==> src/rtl/booth_div_pkg.sv <==
// Shared types and constants for the sequential signed divider.
//   DW    : dividend width
//   VW    : divisor / quotient / remainder width
//   ITERS : restoring iterations, one quotient-magnitude bit each
//   CW    : iteration counter width
package booth_div_pkg;

    localparam int unsigned DW    = 16;
    localparam int unsigned VW    = 8;
    localparam int unsigned ITERS = 16;
    localparam int unsigned CW    = $clog2(ITERS);

    typedef enum logic [1:0] {
        IDLE = 2'd0,
        PREP = 2'd1,
        ITER = 2'd2,
        FIX  = 2'd3
    } state_t;

endpackage

==> src/rtl/div_abs.sv <==
// Combinational conditional two's-complement negate.
// With neg_i tied to the operand sign it returns the magnitude; with neg_i
// driven by a result sign it applies the sign to a magnitude.
//   val_i  : W-bit operand
//   neg_i  : 1 = negate, 0 = pass through
//   res_o  : W-bit result (|-2^(W-1)| = 2^(W-1) fits as unsigned)
//   sign_o : MSB of val_i
module div_abs #(
    parameter int unsigned W = 8
) (
    input  logic [W-1:0] val_i,
    input  logic         neg_i,
    output logic [W-1:0] res_o,
    output logic         sign_o
);

    assign sign_o = val_i[W-1];
    assign res_o  = neg_i ? (~val_i + W'(1)) : val_i;

endmodule

==> src/rtl/booth_divider.sv <==
// Sequential signed divider: DW-bit dividend / VW-bit divisor -> VW-bit
// quotient (truncated toward zero) and VW-bit remainder (sign of dividend).
// Radix-2 restoring division on magnitudes, one bit per clock, then sign fix.
//   clk, rst    : clock, asynchronous active-high reset
//   start       : request, sampled only in IDLE
//   dividend    : signed numerator, latched on accept
//   divisor     : signed denominator, latched on accept
//   quotient    : signed quotient
//   remainder   : signed remainder
//   done        : one-cycle result-valid pulse
//   busy        : high from accept until done
//   div_by_zero : last operation had divisor 0
//   overflow    : true quotient outside the VW-bit signed range
module booth_divider
    import booth_div_pkg::*;
#(
    parameter int unsigned DW = booth_div_pkg::DW,
    parameter int unsigned VW = booth_div_pkg::VW
) (
    input  logic          clk,
    input  logic          rst,
    input  logic          start,
    input  logic [DW-1:0] dividend,
    input  logic [VW-1:0] divisor,
    output logic [VW-1:0] quotient,
    output logic [VW-1:0] remainder,
    output logic          done,
    output logic          busy,
    output logic          div_by_zero,
    output logic          overflow
);

    // Largest quotient magnitudes representable for each result sign.
    localparam logic [DW-1:0] QMAX_POS = DW'((2 ** (VW - 1)) - 1);
    localparam logic [DW-1:0] QMAX_NEG = DW'(2 ** (VW - 1));

    state_t        state_q, state_d;
    logic [DW-1:0] dvd_q, dvd_d;
    logic [VW-1:0] dvs_q, dvs_d;
    logic [VW-1:0] dvs_mag_q, dvs_mag_d;
    logic          neg_q_q, neg_q_d;
    logic          neg_n_q, neg_n_d;
    logic [DW-1:0] rem_q, rem_d;
    logic [DW-1:0] dq_q, dq_d;
    logic [CW-1:0] cnt_q, cnt_d;
    logic [VW-1:0] quotient_q, quotient_d;
    logic [VW-1:0] remainder_q, remainder_d;
    logic          done_q, done_d;
    logic          busy_q, busy_d;
    logic          dbz_q, dbz_d;
    logic          ovf_q, ovf_d;

    logic [DW-1:0] abs_n_in, abs_n_res;
    logic          abs_n_neg, abs_n_sign;
    logic [VW-1:0] abs_d_in, abs_d_res;
    logic          abs_d_neg, abs_d_sign;
    logic [DW-1:0] rem_sh;
    logic [DW-1:0] dq_sh;

    // Negate units: operand magnitudes in PREP, sign application in FIX.
    always_comb begin
        abs_n_in  = dvd_q;
        abs_n_neg = dvd_q[DW-1];
        abs_d_in  = dvs_q;
        abs_d_neg = dvs_q[VW-1];
        if (state_q == FIX) begin
            abs_n_in  = dq_q;
            abs_n_neg = neg_q_q;
            abs_d_in  = rem_q[VW-1:0];
            abs_d_neg = neg_n_q;
        end
    end

    div_abs #(.W(DW)) u_abs_n (
        .val_i  (abs_n_in),
        .neg_i  (abs_n_neg),
        .res_o  (abs_n_res),
        .sign_o (abs_n_sign)
    );

    div_abs #(.W(VW)) u_abs_d (
        .val_i  (abs_d_in),
        .neg_i  (abs_d_neg),
        .res_o  (abs_d_res),
        .sign_o (abs_d_sign)
    );

    // {rem, dq} shifted left by one for the restoring step.
    assign rem_sh = {rem_q[DW-2:0], dq_q[DW-1]};
    assign dq_sh  = {dq_q[DW-2:0], 1'b0};

    // Next-state and datapath.
    always_comb begin
        state_d     = state_q;
        dvd_d       = dvd_q;
        dvs_d       = dvs_q;
        dvs_mag_d   = dvs_mag_q;
        neg_q_d     = neg_q_q;
        neg_n_d     = neg_n_q;
        rem_d       = rem_q;
        dq_d        = dq_q;
        cnt_d       = cnt_q;
        quotient_d  = quotient_q;
        remainder_d = remainder_q;
        done_d      = 1'b0;
        busy_d      = busy_q;
        dbz_d       = dbz_q;
        ovf_d       = ovf_q;

        unique case (state_q)
            IDLE: begin
                if (start) begin
                    dvd_d   = dividend;
                    dvs_d   = divisor;
                    busy_d  = 1'b1;
                    state_d = PREP;
                end
            end

            PREP: begin
                if (dvs_q == '0) begin
                    quotient_d  = '0;
                    remainder_d = '0;
                    dbz_d       = 1'b1;
                    ovf_d       = 1'b0;
                    done_d      = 1'b1;
                    busy_d      = 1'b0;
                    state_d     = IDLE;
                end else begin
                    dvs_mag_d = abs_d_res;
                    neg_q_d   = abs_n_sign ^ abs_d_sign;
                    neg_n_d   = abs_n_sign;
                    dq_d      = abs_n_res;
                    rem_d     = '0;
                    cnt_d     = '0;
                    dbz_d     = 1'b0;
                    ovf_d     = 1'b0;
                    state_d   = ITER;
                end
            end

            ITER: begin
                if (rem_sh >= DW'(dvs_mag_q)) begin
                    rem_d = rem_sh - DW'(dvs_mag_q);
                    dq_d  = dq_sh | DW'(1);
                end else begin
                    rem_d = rem_sh;
                    dq_d  = dq_sh;
                end
                cnt_d = cnt_q + CW'(1);
                if (cnt_q == CW'(ITERS - 1)) begin
                    state_d = FIX;
                end
            end

            FIX: begin
                // Remainder magnitude is below |divisor| <= 128, so it
                // never exceeds 127 and its low VW bits carry it exactly.
                quotient_d  = abs_n_res[VW-1:0];
                remainder_d = abs_d_res;
                ovf_d       = neg_q_q ? (dq_q > QMAX_NEG) : (dq_q > QMAX_POS);
                done_d      = 1'b1;
                busy_d      = 1'b0;
                state_d     = IDLE;
            end

            default: state_d = IDLE;
        endcase
    end

    // State and datapath registers.
    always_ff @(posedge clk or posedge rst) begin
        if (rst) begin
            state_q     <= IDLE;
            dvd_q       <= '0;
            dvs_q       <= '0;
            dvs_mag_q   <= '0;
            neg_q_q     <= 1'b0;
            neg_n_q     <= 1'b0;
            rem_q       <= '0;
            dq_q        <= '0;
            cnt_q       <= '0;
            quotient_q  <= '0;
            remainder_q <= '0;
            done_q      <= 1'b0;
            busy_q      <= 1'b0;
            dbz_q       <= 1'b0;
            ovf_q       <= 1'b0;
        end else begin
            state_q     <= state_d;
            dvd_q       <= dvd_d;
            dvs_q       <= dvs_d;
            dvs_mag_q   <= dvs_mag_d;
            neg_q_q     <= neg_q_d;
            neg_n_q     <= neg_n_d;
            rem_q       <= rem_d;
            dq_q        <= dq_d;
            cnt_q       <= cnt_d;
            quotient_q  <= quotient_d;
            remainder_q <= remainder_d;
            done_q      <= done_d;
            busy_q      <= busy_d;
            dbz_q       <= dbz_d;
            ovf_q       <= ovf_d;
        end
    end

    assign quotient    = quotient_q;
    assign remainder   = remainder_q;
    assign done        = done_q;
    assign busy        = busy_q;
    assign div_by_zero = dbz_q;
    assign overflow    = ovf_q;

endmodule

==> config.mk <==
export PLATFORM = sky130hd
export DESIGN_NAME = booth_divider
export DESIGN_NICKNAME = d
export VERILOG_FILES = /design/src/rtl/booth_div_pkg.sv /design/src/rtl/div_abs.sv /design/src/rtl/booth_divider.sv
export SDC_FILE = /design/constraint.sdc
export NUM_CORES = 1
export LEC_CHECK = 0
export ABC_AREA = 1
export BUFFER_PORTS_ARGS = -buffer_cell sky130_fd_sc_hd__buf_2
export CORE_MARGIN = 5
export CORE_UTILIZATION = 45
export CTS_CLUSTER_DIAMETER = 30
export CTS_CLUSTER_SIZE = 25
export DETAILED_ROUTE_END_ITERATION = 7
export GPL_TIMING_DRIVEN = 0
export PLACE_DENSITY = 0.73
export SYNTH_ARGS = -nofsm -noshare
export SYNTH_HDL_FRONTEND = slang
export SYNTH_HIERARCHICAL = 1
export SYNTH_SLANG_ARGS = --single-unit
==> constraint.sdc <==
create_clock -name clk -period 6 [get_ports clk]
set_input_delay 0.3 -clock clk [delete_from_list [all_inputs] [get_ports clk]]
set_output_delay 0.3 -clock clk [all_outputs]
set_load 0.01 [all_outputs]
== Word level (Yosys, flattened, before mapping) ==
Cells that the tools add are included.

* Bits in registers: 91
* Input bits: 27
* Output and inout port bits: 20
* Word-level logic and storage cells: 73

* $add $sub $neg: 4
* $lt $le $gt $ge: 3
* Eq/ne operators: 8
* Mux-type cells: 28
* Bitwise gates (word level): 4
* Reductions and logical operators: 11

{| class="wikitable"
|+ Operators by type and width
! operator !! number
|-
| 16-bit 2-to-1 mux || 3
|-
| 16-bit one-hot mux with 2 select lines || 1
|-
| 8-bit one-hot mux with 2 select lines || 2
|-
| 15-bit 2-to-1 mux || 2
|-
| 15-bit one-hot mux with 2 select lines || 1
|-
| 8-bit 2-to-1 mux || 3
|-
| 16-bit by 1-bit adder with 16-bit output, second input constant || 1
|-
| 16-bit by 8-bit greater-or-equal comparator with 1-bit output || 1
|-
| 16-bit by 7-bit > comparator with 1-bit output, second input constant || 1
|-
| 16-bit by 8-bit > comparator with 1-bit output, second input constant || 1
|-
| 16-bit NOT || 1
|-
| 15-bit by 8-bit subtractor with 15-bit output || 1
|-
| 2-bit AND reduction || 5
|-
| 8-bit by 1-bit adder with 8-bit output, second input constant || 1
|-
| 8-bit zero test || 1
|-
| 2-bit inequality test, second input constant || 4
|-
| 8-bit NOT || 1
|-
| 2-bit one-hot mux with 4 select lines || 1
|-
| 4-bit one-hot mux with 2 select lines || 1
|-
| 1-bit 2-to-1 mux || 7
|-
| 2-bit 2-to-1 mux || 3
|-
| 4-bit by 1-bit adder with 4-bit output, second input constant || 1
|-
| 2-bit equality test, second input constant || 2
|-
| 4-bit equality test, second input constant || 1
|-
| other kinds (10) || 12
|}

== Longest topological paths before layout ==
Gate-level depths: netlist of the first run.

* Word-level depth: 7
* Gate-level depth with buffers: 15
* Depth with buffers taken out: 14

== By module ==
The synthesis of the first run kept the hierarchy.

{| class="wikitable"
|+ By module, submodules not included
! module !! instances !! cells each !! area an instance (um^2) !! sequential area each (um^2)
|-
| booth_divider || 1 || 660 || 5039.8 || 2277.2
|-
| div_abs at u_abs_n || 1 || 95 || 483.0 || 0.0
|-
| div_abs at u_abs_d || 1 || 40 || 202.7 || 0.0
|}

== Least setup slack after synthesis of the first run ==
No wires, ideal clock.

* Path type: register to register
* From: reg state_q[0]
* To: reg dq_q[6]
* Library setup time: 0.127 ns
* Arrival time: 2.151 ns
* Required time: 5.873 ns
* Path slack: 3.722 ns
* Stages on the path, launching flop included: 15
* Buffers on the path: 2
* Clock period less this slack: 2.278 ns
* Cell sequence: dfrtp_1 -> ha_1 -> clkbuf_1 -> clkbuf_1 -> nand2_1 -> o21ai_0 -> inv_1 -> ha_1 -> nand3_2 -> o21bai_4 -> xnor2_1 -> inv_1 -> nand2_1 -> o211ai_1 -> o21ai_1

* Longest elaborated chain between the ends: 7
* Elaborated cells on any way between the ends: 13
* Those cells by class: add/sub (1); eq/ne (4); mux (5); bitwise (1); reduce/logical (2)

{| class="wikitable"
|+ Ends and longest elaborated chain
! item !! RTL line !! text
|-
| from (decl) || booth_divider.sv:37 || <nowiki>state_t state_q, state_d;</nowiki>
|-
| from (signal assigned) || booth_divider.sv:190 || <nowiki>state_q <= state_d;</nowiki>
|-
| 2-bit equality test || booth_divider.sv:66 || <nowiki>if (state_q == FIX) begin</nowiki>
|-
| 16-bit 2-to-1 mux || booth_divider.sv:66 ||
|-
| net abs_n_in[0] || booth_divider.sv:53 || <nowiki>logic [DW-1:0] abs_n_in, abs_n_res;</nowiki>
|-
| 16-bit NOT || div_abs.sv:18 || <nowiki>assign res_o = neg_i ? (~val_i + W'(1)) : val_i;</nowiki>
|-
| 16-bit by 1-bit adder with 16-bit output || div_abs.sv:18 ||
|-
| 16-bit 2-to-1 mux || div_abs.sv:18 ||
|-
| net abs_n_res[6] || booth_divider.sv:53 ||
|-
| 16-bit 2-to-1 mux || booth_divider.sv:121 || <nowiki>if (dvs_q == '0) begin</nowiki>
|-
| 16-bit one-hot mux with 2 select lines || booth_divider.sv:110 || <nowiki>unique case (state_q)</nowiki>
|-
| to (signal assigned) || booth_divider.sv:197 || <nowiki>dq_q <= dq_d;</nowiki>
|-
| to (decl) || booth_divider.sv:44 || <nowiki>logic [DW-1:0] dq_q, dq_d;</nowiki>
|}

The timed path passes the listed nets, and every way through them passes these cells. The select of a mux whose other input is x is not followed.
A chain may end at the register's enable or synchronous reset.

== Worst setup path in the final report of the first run ==
Same ends and word-level chain as after synthesis.

==> results of run 1 <==
report_power, final:
| group | switching, mW | total, mW | leakage (nW) | internal (mW) |
|---|---|---|---|---|
| registers | 0.164 | 1.05 | 1.12 | 0.885 |
| logic | 1.71 | 2.64 | 2.13 | 0.926 |
| clock network | 0.250 | 0.531 | 0.125 | 0.281 |
| total | 2.12 | 4.22 | 3.38 | 2.09 |
registers in the layout (all words and copies together) (netlist names), named ones only:
register / flops
busy: 1
neg_q_q: 1
neg_n_q: 1
dvs_mag_q: 8
done: 1
dvs_q: 8
rem_q: 15
quotient: 8
remainder: 8
dvd_q: 16
dq_q: 16
overflow: 1
div_by_zero: 1
cnt_q: 4
state_q: 1
cell usage in the layout, fill, tap and decap left out, types with 2 or more instances in the layout:
cell,instances
nand2_2,8
xor2_1,10
clkbuf_16,9
o21ai_0,88
clkinv_2,2
o21ai_1,16
o21ai_2,6
mux2_2,3
or2_2,3
clkbuf_1,15
dfrtp_1,91
nand4_1,9
nand3b_1,5
xnor2_1,5
inv_1,114
inv_4,2
nand2_1,216
nand3_1,42
nor3_1,2
o211ai_1,8
buf_4,9
nand3_2,4
clkinvlp_4,3
a21oi_2,6
nor2_2,7
nand2_4,2
buf_2,54
nor2_4,2
ha_1,16
a21oi_1,27
nor2_1,63
worst max-delay path, stage by stage (launching register included):
cell and delay [ns]:
dfrtp_1 0.38, ha_1 0.26, clkbuf_1 0.40, clkbuf_1 0.45, nand2_1 0.09, o21ai_0 0.14
inv_1 0.14, ha_1 0.25, nand3_2 0.11, o21bai_4 0.11, xnor2_1 0.14, inv_1 0.11
nand2_1 0.06, o211ai_1 0.11, o21ai_1 0.09
area by class of cell:
class | instances | share of cell area
buffer | 33 | 0.02876
timing repair buffer | 48 | 0.04131
clock inverter | 6 | 0.006371
tap | 172 | 0.03320
sequential | 91 | 0.3514
multi-input combinational | 554 | 0.4351
clock buffer | 10 | 0.03533
inverter | 117 | 0.06853
layer usage:
layer | routed length [um] | up-vias | share of wire
li1 | - | 2618 | -
met1 | 6533 | 2417 | 0.46
met2 | 6713 | 118 | 0.47
met3 | 710 | 16 | 0.050
met4 | 210 | 0 | 0.015
met5 | 0 | - | 0
stage by stage:
step	cells	worst slack (ns)	instance area, sq um	total power [mW]	hold WS, ns
finish	1031	3.039	6481	4.217	0.1769
detailed placement	1014	3.105	6201	3.664	0.2977
floorplan	795	3.336	5725	3.034	0.4498
CTS	1031	3.078	6481	4.215	0.1737
global placement	1013	2.182	6171	3.624	0.4686
global route	1031	2.749	6481	4.625	0.1795
cells by family (layout without fill, tap and decap cells):
| family | count (synthesis) | after routing |
|---|---|---|
| buf+inv | 150 | 214 |
| simple gates | 365 | 365 |
| compound gates | 154 | 154 |
| mux | 3 | 3 |
| xor+xnor | 15 | 15 |
| fa+ha+maj | 17 | 17 |
| flops | 91 | 91 |
path summary, 6_finish.rpt:
check | from | end | slack (ns) | cells after the start
max | state_q[0] | dq_q[6] | 3.04 | 14
min | dividend[14] | dvd_q[14] | 0.18 | 2
max reg2reg | state_q[0] | dq_q[6] | 3.04 | 14
min reg2reg | rem_q[14] | rem_q[14] | 0.49 | 2
max in group asynchronous | rst | dq_q[8] | 4.89 | 4
min in group asynchronous | rst | remainder[1] | 0.47 | 3
==> impl_results.md, run 1 <==
- I/O pin cnt: between 40 and 50
- Synth Flop Type: dfrtp_1
- Syn Nets: roughly 840
- GR Util met1: 0.2719
- Vias: 5169
- Setup violators final: 0
- Fin util: 0.5157
- Largest net degree at the start of global routing: 67
- Top cell type's share of synthesized area: 0.3977
- Hold Vio Cnt, Final: 0
- Critical Path Start Type: flip-flop
- Routing usage on met3: 0.03779
- Post-CTS Setup Bufs: 0
- Initial antenna violation count: 0
- Class of the worst hold path: input pin to flip-flop
- Final period util: 0.4935
- XOR/XNOR Fraction of Synth Area: 0.02295
- Congestion Overflow GR: 0
- Nets: between 800 and 900
- Post_cts resized: 0
- Final min period: 2.961 ns
- Fmax: about 0.34 GHz
- Yosys cell types: 37
- Yosys top cell by area: dfrtp_1
- Synth area leaders: dfrtp_1, nand2_1, o21ai_0, inv_1, nor2_1
- Reg area: 2277 sq um
- Clk Latency, worst-skew pair: approximately 0.35 ns
- # H-tree levels: 3
- Clk buf depth: 2
- Synth Area in Compound Gates: 0.1508
- Vias in the first global route: between 4000 and 5000
- First-pass GRT wire length: 23820 um
- Slew margin rel.: 0.6066
- GRT Total Usage: 0.2004
- Routed wire length: 14170 um
- CP Capture Type: flip-flop
- Synthesized flop and latch total: slightly above 90
- Worst Skew: roughly 0.0065 ns
- RSZ-0062 raised after global routing: no
- Area grow syn2layout: 13.20%
- CTS tree: yes
- Clock transition at path regs: about 0.060 ns
- Routed len/inst: 13.74 um
- # diodes: 0
- # Max-Cap Violations: 0
- CTS buffer count: 9
- Antenna Nets Post-Route: 0
- Slew @ Worst Pin: approximately 0.58 ns
- Multiplexer share of the synthesized area: 0.005900
- Share of cells above drive strength 1: 0.1478
- Leakage power: 3.382 nW
- Crit-path max FO: 10
- Post-route DRC: 0
- Number of synthesized flops with an enable pin: 0
- Most frequent cell after synthesis: nand2_1
- Die Width: around 120 um
- FFs w/ async S/R, synth: 1.000
- TNS Setup: 0 ns
- DIE AREA: 15080 sq um
- CTS sink count: 91
- Fill cells: approximately 1200
- CTS root buf: clkbuf_16
- Simple-gate share of the synthesized area: 0.2745
- GPL Wtd Cong: between 0.8 and 0.9
- # port buffers: 46
- Gr busiest metal: met2
- Cell Pwr Density: approximately 650 nW/um^2
- Synth warn: 6
- Area of the core: ~13000 sq um
- Synth Cell Area: approximately 5700 sq um
- Seq/Total Area, Yosys: 0.3977
- CP required: around 6.2 ns
- Top cells by count, synth: nand2_1, inv_1, dfrtp_1
- Cells after Synth: between 700 and 800
- Mapped Avg Cell Area: 7.202 sq um
- Outcome: completed
- Die height: around 120 um
- Setup CP Type: flip-flop to flip-flop
- Row count: 41
- Vias per cell: ~5
- Final Max Tran Viols: 0
- M2 GR Usage: 0.3317
- VDD IR max: between 200 and 300 uV
- Critical Path AT: ~3.2 ns
- Hold Buf Count CTS: 1
- Largest family of logic cells by synthesized area: simple AND/OR/NAND/NOR gates
- DRT iter0 DRCs: about 270
- DRT Pass-1 Iters: 5
- DP Wirelength: approximately 11000 um
- Starting density of the core: 0.4556
- Multi-input logic area: roughly 2800 sq um
- Post-Synth Adder-Cell Area: 0.03846
(Power assumes the default switching activity.)
==> run 2: changes to the inputs <==
==> constraint.sdc (replaced) <==
create_clock -name clk -period 2.79 [get_ports clk]
set_input_delay 0.1395 -clock clk [delete_from_list [all_inputs] [get_ports clk]]
set_output_delay 0.1395 -clock clk [all_outputs]
set_load 0.01 [all_outputs]
==> impl_results.md, run 2 (synthesis gave the netlist of run 1 again) <==
- DRT iter0 DRCs: 233 (was 265)
- Leakage power: 3.403 nW (was 3.382 nW)
- CTS root buf: clkbuf_16 (unchanged)
- CTS buffer count: 9 (unchanged)
- Die Width: 122.8 um (unchanged)
- Class of the worst hold path: input pin to flip-flop (unchanged)
- Setup ws final: 0.1998 ns (was 3.039 ns)
- Slowest CP cell: dfrtp_1 (was clkbuf_1)
- # port buffers: 46 (unchanged)
- Nets: 900 (was 898)
- VDD IR max: 626.5 uV (was 290.0 uV)
- GPL Wtd Cong: 0.8923 (unchanged)
- Fmax: 0.3861 GHz (was 0.3377 GHz)
- Final min period: 2.590 ns (was 2.961 ns)
- Starting density of the core: 0.4556 (unchanged)
- Top Registers: dq_q x16, dvd_q x16, rem_q x15 (unchanged)
- # H-tree levels: 3 (unchanged)
- Reg2reg setup slack: 0.20 ns (was 3.04 ns)
- Area grow syn2layout: 13.88% (was 13.20%)
- Clock transition at path regs: 0.06 ns (about the same)
- Share of cells above drive strength 1: 0.1556 (was 0.1478)
- Congestion Overflow GR: 0 (unchanged)
- Area of the core: 12570 sq um (unchanged)
- Crit-path max FO: 10 (unchanged)
- CP required: 3.02 ns (was 6.23 ns)
- Vias: 5201 (was 5169)
- Final Max Tran Viols: 0 (unchanged)
- CTS sink count: 91 (unchanged)
- Slew margin rel.: 0.6156 (was 0.6066)
- Setup violators final: 0 (unchanged)
- Post-route DRC: 0 (unchanged)
- TNS Setup: 0 ns (unchanged)
- Outcome: completed (unchanged)
- CTS tree: yes (unchanged)
- Initial antenna violation count: 0 (unchanged)
- Routed wire length: 14290 um (was 14170 um)
- # Max-Cap Violations: 0 (unchanged)
- Critical Path AT: 2.82 ns (was 3.19 ns)
- Vias in the first global route: 4976 (was 4982)
- Largest stage delay, worst path: 0.41 ns (was 0.45 ns)
- # diodes: 0 (unchanged)
- CP Capture Type: flip-flop (unchanged)
- Clk buf depth: 2 (unchanged)
- Die height: 122.8 um (unchanged)
- Worst Skew: 0.007470 ns (was 0.006462 ns)
- Crit-path cells: ha_2 > clkbuf_4 > clkbuf_4 > nand2_1 > o21ai_0 > inv_1 > ha_1 > nand3_4 > o21bai_4 > nand3_1 > nand2_1 > nand2_1 > o211ai_1 > o21ai_0 (was ha_1 > clkbuf_1 > clkbuf_1 > nand2_1 > o21ai_0 > inv_1 > ha_1 > nand3_2 > o21bai_4 > xnor2_1 > inv_1 > nand2_1 > o211ai_1 > o21ai_1)
- Fin util: 0.5188 (was 0.5157)
- Slew @ Worst Pin: 0.5706 ns (was 0.5839 ns)
- Setup CP Type: flip-flop to flip-flop (unchanged)
- GRT Total Usage: 0.2004 (unchanged)
- Cell Pwr Density: 1402 nW/um^2 (was 650.6 nW/um^2)
- Row count: 41 (unchanged)
- Critical path's most frequent cell: nand2_1
- DRT Pass-1 Iters: 5 (unchanged)
- Hold Vio Cnt, Final: 0 (unchanged)
- First-pass GRT wire length: 23810 um (was 23820 um)
- Dpl ws: -0.1054 ns (was 3.105 ns)
- Largest net degree at the start of global routing: 67 (unchanged)
- Most frequent cells in the layout: nand2_1, inv_1, dfrtp_1 (unchanged)
- DIE AREA: 15080 sq um (unchanged)
- Most common cell after layout, fill and taps aside: nand2_1 (unchanged)
- DP Wirelength: 10770 um (unchanged)
- Final period util: 0.9284 (was 0.4935)
- Fill cells: 1239 (was 1240)
- Routed len/inst: 13.83 um (was 13.74 um)
- I/O pin cnt: 47 (unchanged)
- Antenna Nets Post-Route: 0 (unchanged)
- Critical Path Start Type: flip-flop (unchanged)
- Vias per cell: 5.035 (was 5.014)
- Clk Latency, worst-skew pair: 0.36 ns (was 0.35 ns)
[run 2: layer usage]
metal | global-route usage | routed length, um | vias up
li1 | - | - | 2630
met1 | 0.2719 | 6588 | 2437
met2 | 0.3317 | 6817 | 116
met3 | 0.03779 | 669 | 18
met4 | 0.04829 | 212 | 0
met5 | 0 | 0 | -
[run 2: worst max-delay path, delay by kind of cell (launching register included)]
kind / cells / cell delay, ns
buf+inv: 3 / 0.56
compound gates: 4 / 0.61
flops: 1 / 0.41
fa+ha+maj: 2 / 0.47
simple gates: 5 / 0.42
[run 2: path summary, 6_finish.rpt]
kind | start | cells after the start | endpoint
setup / recovery | state_q[0] | 14 | dq_q[14]
hold / removal | dividend[14] | 2 | dvd_q[14]
setup reg to reg | state_q[0] | 14 | dq_q[14]
hold reg to reg | rem_q[14] | 2 | rem_q[14]
max in group asynchronous | rst | 4 | rem_q[12]
min in group asynchronous | rst | 3 | remainder[1]
[run 2: through the flow]
stage / instance area, sq um / cells / power, mW / hold WS (ns)
floorplan: 5725 / 795 / 6.525 / 0.2901
global placement: 6171 / 1013 / 7.793 / 0.3732
detailed placement: 6201 / 1014 / 7.879 / 0.1372
CTS: 6485 / 1031 / 9.070 / 0.01324
global route: 6520 / 1033 / 10.02 / 0.01902
finish: 6520 / 1033 / 9.138 / 0.01567
[run 2: final cells by class]
| type | count | area (sq um) | area share |
|---|---|---|---|
| inverter | 117 | 444.2 | 0.06813 |
| tap | 172 | 215.2 | 0.03301 |
| multi-input combinational | 555 | 2841 | 0.4358 |
| buffer | 33 | 196.4 | 0.03013 |
| clock inverter | 6 | 41.29 | 0.006333 |
| clock buffer | 10 | 229.0 | 0.03512 |
| sequential | 91 | 2277 | 0.3493 |
| timing repair buffer | 49 | 275.3 | 0.04222 |
[run 2: power by group]
group	switching, mW	internal [mW]
Combinational	3.71	2.03
Clock	0.538	0.604
Sequential	0.355	1.90
[run 2: timing repair]
item | CTS | global route
endpoints found under the hold margin | 25 | 0
hold buffers | 1 | 0
cloned | 0 | 1
resized for setup | 3 | 8
buffers inserted | 0 | 1
pin swaps | 0 | 1
endpoints found under the setup margin | 8 | 24
